<file path="config.mk">
export PLATFORM = sky130hd
export DESIGN_NAME = mem_bus_arbiter
export DESIGN_NICKNAME = d
export VERILOG_FILES = /design/src/rtl/mem_bus_arbiter.sv
export SDC_FILE = /design/constraint.sdc
export NUM_CORES = 1
export LEC_CHECK = 0
export ABC_CLOCK_PERIOD_IN_PS = 2100
export BUFFER_PORTS_ARGS = -buffer_cell sky130_fd_sc_hd__buf_2
export CAP_MARGIN = 20
export CORE_ASPECT_RATIO = 2
export CORE_MARGIN = 1.5
export CORE_UTILIZATION = 34
export CTS_CLUSTER_SIZE = 14
export DETAILED_ROUTE_END_ITERATION = 8
export MAX_ROUTING_LAYER = met4
export PLACE_DENSITY = 0.77
export SYNTH_ARGS = -nofsm -noshare
export SYNTH_HDL_FRONTEND = slang
export SYNTH_SLANG_ARGS = --single-unit
</file>
<file path="constraint.sdc">
create_clock -name clk -period 2.1 [get_ports clk]
set_clock_uncertainty 0.05 [all_clocks]
set_input_delay 0.63 -clock clk [delete_from_list [all_inputs] [get_ports clk]]
set_output_delay 0.63 -clock clk [all_outputs]
set_load 0.005 [all_outputs]
</file>
<file path="src/rtl/mem_bus_arbiter.sv">
// mem_bus_arbiter: shares the 8-bit program/data memory bus between the CPU
// instruction-cycle controller and the DMA/loader port.
//
// Ownership is held in a registered grant FSM (IDLE, OWN_CPU, OWN_DMA, TURN).
// Ties in IDLE go round-robin against the last owner. A turnaround cycle is
// inserted between owners. DMA is force-released when it holds the bus too
// long while the CPU waits. The CPU is never preempted.
//
// Optional build macro ARB_STATS_EN adds saturating wait/preemption counters
// on stat_cpu_wait / stat_preempt. Without it both ports are tied to zero.
//
// Handshake: a master raises req and keeps it high for its whole
// transaction. gnt rises one edge after req is sampled in IDLE. rd/wr/addr/
// wdata are only looked at while that master's gnt is high.
module mem_bus_arbiter #(
    parameter int AW           = 13,
    parameter int DW           = 8,
    parameter int DMA_MAX_HOLD = 16
) (
    input  logic          clk,
    input  logic          rst,
    input  logic          cpu_req,
    input  logic          cpu_rd,
    input  logic          cpu_wr,
    input  logic [AW-1:0] cpu_addr,
    input  logic [DW-1:0] cpu_wdata,
    output logic          cpu_gnt,
    input  logic          dma_req,
    input  logic          dma_rd,
    input  logic          dma_wr,
    input  logic [AW-1:0] dma_addr,
    input  logic [DW-1:0] dma_wdata,
    output logic          dma_gnt,
    output logic          mem_rd,
    output logic          mem_wr,
    output logic [AW-1:0] mem_addr,
    output logic [DW-1:0] mem_wdata,
    output logic          proto_err,
    output logic [15:0]   stat_cpu_wait,
    output logic [15:0]   stat_preempt
);

    typedef enum logic [1:0] {
        S_IDLE    = 2'd0,
        S_OWN_CPU = 2'd1,
        S_OWN_DMA = 2'd2,
        S_TURN    = 2'd3
    } state_t;

    // hold_cnt counts DMA cycles with the CPU pending. The cycle that would
    // take it to DMA_MAX_HOLD-1 is the last one DMA keeps the bus.
    localparam logic [7:0] HOLD_LAST = 8'(DMA_MAX_HOLD - 2);

    state_t        state_q, state_d;
    logic          last_dma_q, last_dma_d;   // 1: DMA was the last owner
    logic [7:0]    hold_cnt_q, hold_cnt_d;
    logic          proto_err_q, proto_err_d;
    logic          own_rd, own_wr;

    // Next-state logic: arbitration, release, turnaround and DMA hold limit.
    always_comb begin
        state_d    = state_q;
        last_dma_d = last_dma_q;
        hold_cnt_d = hold_cnt_q;
        case (state_q)
            S_IDLE: begin
                if (cpu_req && dma_req) begin
                    state_d = last_dma_q ? S_OWN_CPU : S_OWN_DMA;
                end else if (cpu_req) begin
                    state_d = S_OWN_CPU;
                end else if (dma_req) begin
                    state_d = S_OWN_DMA;
                end
            end
            S_OWN_CPU: begin
                if (!cpu_req) begin
                    state_d    = S_TURN;
                    last_dma_d = 1'b0;
                end
            end
            S_OWN_DMA: begin
                if (!dma_req) begin
                    state_d    = S_TURN;
                    last_dma_d = 1'b1;
                    hold_cnt_d = 8'd0;
                end else if (cpu_req) begin
                    if (hold_cnt_q == HOLD_LAST) begin
                        state_d    = S_TURN;
                        last_dma_d = 1'b1;
                        hold_cnt_d = 8'd0;
                    end else begin
                        hold_cnt_d = hold_cnt_q + 8'd1;
                    end
                end else begin
                    hold_cnt_d = 8'd0;
                end
            end
            S_TURN: begin
                state_d = S_IDLE;
            end
            default: begin
                state_d = S_IDLE;
            end
        endcase
    end

    // Memory mux from the registered owner; rd+wr together suppresses the write.
    always_comb begin
        own_rd    = 1'b0;
        own_wr    = 1'b0;
        mem_addr  = '0;
        mem_wdata = '0;
        case (state_q)
            S_OWN_CPU: begin
                own_rd    = cpu_rd;
                own_wr    = cpu_wr;
                mem_addr  = cpu_addr;
                mem_wdata = cpu_wdata;
            end
            S_OWN_DMA: begin
                own_rd    = dma_rd;
                own_wr    = dma_wr;
                mem_addr  = dma_addr;
                mem_wdata = dma_wdata;
            end
            default: begin
                own_rd    = 1'b0;
                own_wr    = 1'b0;
            end
        endcase
        mem_rd      = own_rd;
        mem_wr      = own_wr & ~own_rd;
        proto_err_d = own_rd & own_wr;
    end

    // State, round-robin memory, hold counter and protocol-error register.
    always_ff @(posedge clk or negedge rst) begin
        if (!rst) begin
            state_q     <= S_IDLE;
            last_dma_q  <= 1'b1;
            hold_cnt_q  <= 8'd0;
            proto_err_q <= 1'b0;
        end else begin
            state_q     <= state_d;
            last_dma_q  <= last_dma_d;
            hold_cnt_q  <= hold_cnt_d;
            proto_err_q <= proto_err_d;
        end
    end

    assign cpu_gnt   = (state_q == S_OWN_CPU);
    assign dma_gnt   = (state_q == S_OWN_DMA);
    assign proto_err = proto_err_q;

`ifdef ARB_STATS_EN
    logic [15:0] cpu_wait_q, cpu_wait_d;
    logic [15:0] preempt_q, preempt_d;
    logic        preempt;

    // A forced release is a DMA exit taken only because of the hold limit.
    assign preempt = (state_q == S_OWN_DMA) && dma_req && cpu_req &&
                     (hold_cnt_q == HOLD_LAST);

    // Saturating counters for CPU wait cycles and DMA preemptions.
    always_comb begin
        cpu_wait_d = cpu_wait_q;
        preempt_d  = preempt_q;
        if (cpu_req && (state_q != S_OWN_CPU) && (cpu_wait_q != 16'hFFFF)) begin
            cpu_wait_d = cpu_wait_q + 16'd1;
        end
        if (preempt && (preempt_q != 16'hFFFF)) begin
            preempt_d = preempt_q + 16'd1;
        end
    end

    // Statistics registers, cleared only by reset.
    always_ff @(posedge clk or negedge rst) begin
        if (!rst) begin
            cpu_wait_q <= 16'd0;
            preempt_q  <= 16'd0;
        end else begin
            cpu_wait_q <= cpu_wait_d;
            preempt_q  <= preempt_d;
        end
    end

    assign stat_cpu_wait = cpu_wait_q;
    assign stat_preempt  = preempt_q;
`else
    assign stat_cpu_wait = 16'd0;
    assign stat_preempt  = 16'd0;
`endif

endmodule

</file>
**After elaboration in Yosys (flattened, before gate mapping)**

Cells that the tools add are included.

- Add/subtract/negate cells: 1
- Eq/ne operators: 8
- Multiplexer cells: 21
- Bitwise operators: 3
- Reduce and logical (&&, ||, !) cells: 5

Operators by type and width:

| cell | count |
|---|---|
| one-hot mux 13 bit (2 select lines) | 1 |
| 2-to-1 mux 8 bit | 3 |
| 2-to-1 mux 2 bit | 8 |
| one-hot mux 8 bit (2 select lines) | 1 |
| adder 8 x 1 -> 8 bit (second input constant) | 1 |
| equality test 8 x 4 -> 1 bit (second input constant) | 1 |
| one-hot mux 2 bit (4 select lines) | 1 |
| AND reduction 4 bit | 2 |
| one-hot mux 1 bit (2 select lines) | 3 |
| equality test 2 bit (second input constant) | 2 |
| 2-to-1 mux 1 bit | 4 |
| != test 4 bit (second input constant) | 1 |
| != test 3 x 2 -> 1 bit (second input constant) | 1 |
| != test 3 bit (second input constant) | 1 |
| AND 1 bit | 2 |
| equality test 2 x 1 -> 1 bit (second input constant) | 1 |
| logical NOT 2 bit | 1 |
| != test 2 bit (second input constant) | 1 |
| nonzero test 2 bit | 1 |
| logical AND 1 bit | 1 |
| inverter 1 bit | 1 |

- Register bits after elaboration: 12
- Input bits: 50
- Output and inout bits: 58
- Logic and storage cells: 42

**Longest topological paths before layout**

- Depth in word-level cells: 5
- Gate-level depth with buffers: 7

**Least setup slack after synthesis**

No wires, ideal clock.

- Path kind: register -> output
- Start point: register state_q[0]
- End point: output port mem_addr[0]
- Data arrival time: 1.691 ns
- Slack: -0.271 ns
- Stages on the path, launching flop included: 8
- Buffers on the path: 3
- Path through: dfrtp_1 inv_1 ha_1 clkbuf_1 clkbuf_1 buf_1 a22oi_1 nor2_1

- Word-level cells in the longest chain between the ends: 2
- Elaborated cells between the ends (all ways): 3
- Those cells by class: eq/ne: 2; mux: 1

RTL lines:

| what | line | text |
|---|---|---|
| from (decl) | 54 | `state_t state_q, state_d;` |
| from (signal assigned) | 144 | `state_q <= state_d;` |
| equality test 2 bit | -- |  |
| net dma_gnt | 33 | `output logic dma_gnt,` |
| one-hot mux 13 bit (2 select lines) | 113 | `case (state_q)` |
| to (decl) | 36 | `output logic [AW-1:0] mem_addr,` |

The timed path passes the listed nets, and every way through them passes these cells.

**Worst setup path in the final report**

- Start point: register state_q[0]
- End point: output port mem_addr[10]

- Word-level cells in the longest chain between the ends: 2
- Elaborated cells between the ends (all ways): 3
- Those cells by class: eq/ne: 2; mux: 1

RTL lines:

| what | line |
|---|---|
| equality test 2 bit / equality test 2 x 1 -> 1 bit (equally long branches) | 113 |
| one-hot mux 13 bit (2 select lines) (*) | 113 |

Mark *: on every way between the ends. The rest lies on a longest branch, timed or not.

==> run metrics <==
Fin. Hold Viols=0; Synth area leader=dfrtp_1; Yosys warning total=0; Fmax=between 0.4 and 0.5 GHz; RePlAce Congestion=0.823; CTS Hold Bufs=0; CP arrival=about 1.5 ns; HPWL Detailed=about 2.7 mm; Detail Route met3 WL=between 200 and 300 microns; Boundary Pins=108; Clock transition at path regs=~0.060 ns; share of cells above drive strength 1=0.541; CP Launch Type=register; Core ar.=3420 sq um; cell chosen for the clock root=clkbuf_8; routed len/inst=~13 microns; Final WS setup=-0.107 ns; count of state elements after synthesis=12; number of port buffers=between 70 and 80; M1 wire length=1.21 mm; Die Y=roughly 88 microns; largest net degree at the start of global routing=18; Slew Limit Fails=0; CTS tree=done; sequential share of the synthesized area=0.248; Detailed Route WL=~3.8 mm; initial antenna violation count=0; Final min period=between 2 and 2.5 ns; Remaining DRCs=0; diodes inserted=0; RSZ-0062 raised after global routing=yes; CTS sink count=12; Area Overhead vs Synth=58.8%; post-synthesis average cell area=7.75 sq um; Final Power=~2.8 mW; leakage=0.986 nW; H-tree depth=1; die width=between 40 and 50 microns; top cell type's share of synthesized area=0.226; vias in the first global route=around 1.3k; Final Cycle Share=1.05; Critical Path RT=around 1.4 ns; critical path type=register to primary output; max-cap violations=0; Min-Delay Path Class=primary input to asynchronous set/reset pin; mean number of vias per cell=approximately 4.8; Place WS=0.0921 ns; Fillers=about 300; CTS Buf Count=3; num rows=30; worst-skew pair later-pin latency=roughly 0.25 ns; failing checks=setup timing; initial DRC count=19; Syn Inst Count=between 150 and 200; Synth cell types=28; total gr overflow=0; global-route wire length before repair=approximately 5.7 mm; clk buf depth=2; cell area after synthesis=around 1200 sq um; Die ar.=just under 4000 sq um; Initial Util=0.356; status=finished with violations; met2 wire len=2.14 mm; Power Dens Cells=approximately 1500 nW/um^2; peak supply drop=0.00102 V; CP endpoint kind=primary output; ANT nets after route=0; Nets=around 300; first drt pass iteration count=4; Setup violations, final=24; Max Used Layer=met4; Total GRT Usage=0.197; routed via count=1405; cells taking the most area after synthesis=dfrtp_1 23%, buf_4 20%, a22oi_1 14%; crit-path max FO=17
final timing paths:
kind / from / endpoint / slack [ns] / cells past startpoint
min in group clk: last_dma_q$_DFFE_PN1P_ / last_dma_q$_DFFE_PN1P_ / 0.49 / 2
max in group asynchronous: rst / last_dma_q$_DFFE_PN1P_ / 1.52 / 1
setup / recovery: state_q[0]$_DFFE_PN0P_ / mem_addr[10] / -0.11 / 6
hold reg to reg: last_dma_q$_DFFE_PN1P_ / last_dma_q$_DFFE_PN1P_ / 0.49 / 2
setup reg to reg: hold_cnt_q[0]$_DFFE_PN0P_ / state_q[0]$_DFFE_PN0P_ / 0.14 / 6
hold / removal: rst / hold_cnt_q[0]$_DFFE_PN0P_ / 0.20 / 1
repair_timing:
action | CTS | global route
endpoints found under the setup margin | 24 | 26
cloned | 1 | 0
gates resized for setup | 28 | 19
buffers inserted | 6 | 2
pin swaps | 18 | 9
power by group:
part / switching [mW] / internal, mW / leakage (nW) / total (mW)
clock: 0.0916 / 0.166 / 0.0288 / 0.258
combinational: 1.08 / 1.17 / 0.801 / 2.24
sequential: 0.0459 / 0.298 / 0.156 / 0.344
total: 1.22 / 1.63 / 0.986 / 2.84
cells in the mapped netlist:
| cell | n |
|---|---|
| o21ai_0 | 2 |
| nor3_1 | 2 |
| a211oi_1 | 1 |
| or4b_1 | 1 |
| buf_1 | 1 |
| mux2i_1 | 2 |
| xnor2_1 | 4 |
| nand2_1 | 9 |
| nor2_1 | 34 |
| conb_1 | 1 |
| dfstp_2 | 1 |
| a21oi_1 | 2 |
| a22o_1 | 1 |
| buf_4 | 32 |
| clkbuf_1 | 7 |
| nand2b_1 | 1 |
| nor3_2 | 1 |
| a22oi_1 | 22 |
| dfrtp_1 | 11 |
| o21a_1 | 1 |
| ha_1 | 6 |
| mux2_4 | 1 |
| nand3_1 | 3 |
| inv_1 | 4 |
| xor2_1 | 3 |
| nand4_1 | 2 |
| o221ai_2 | 1 |
| and3_1 | 1 |
area by class of cell:
type / instances / area, sq um / share of cell area
Multi-Input combinational cell: 132 / 893 / 0.462
Clock buffer: 4 / 55.1 / 0.0285
Timing Repair Buffer: 94 / 603 / 0.312
Tap cell: 48 / 60.1 / 0.0311
Sequential cell: 12 / 302 / 0.156
Inverter: 4 / 20.0 / 0.0104
registers in the layout, indices dropped and copies added (netlist names):
register / flops
hold_cnt_q: 8
state_q: 2
last_dma_q: 1
proto_err: 1
routing by layer:
layer  up-vias  track usage
li1        646            -
met1       649        0.191
met5         -            -
met4         0        0.102
met3        15       0.0227
met2        95        0.360
metrics by stage:
stage,utilization,cell area (sq um),TNS (ns),hold WS (ns),instances
floorplan,-,1340,0,0.284,188
global placement,0.468,1600,0,0.466,281
detailed placement,0.468,1600,0,0.474,281
CTS,0.541,1850,-0.420,0.214,292
global route,0.566,1930,-2.29,0.222,294
finish,0.566,1930,-0.748,0.204,294
cell usage in the layout, fill, tap and decap left out, drive strengths merged:
cell type  instances
conb              32
dfrtp             11
clkbuf             4
inv                4
nand4              2
a211oi             1
a22o               1
nor2              34
o221ai             1
xnor2              4
mux2i              2
o21a               1
mux2               1
xor2               3
ha                 6
nor3               3
nand3              3
dfstp              1
and3               1
a22oi             22
nand2b             1
or4b               1
buf               94
o21ai              2
nand2              9
a21oi              2
logic make-up after synthesis:
family | synth area share
muxes | 0.0288
AOI/OAI and AO/OA | 0.184
and+or+nand+nor | 0.190
xor gates and xnor gates | 0.0504
adders and majority gates | 0.0617
buffers and inverters | 0.234
other | 0.00308
DFF | 0.248
critical path: stages (launching register included):
cell     delay (ns)
dfrtp_1        0.41
buf_6          0.14
ha_4           0.18
buf_12         0.15
a22oi_1        0.19
nor2_1         0.09
buf_2          0.13
No activity file was read; power rests on OpenSTA's default activity.
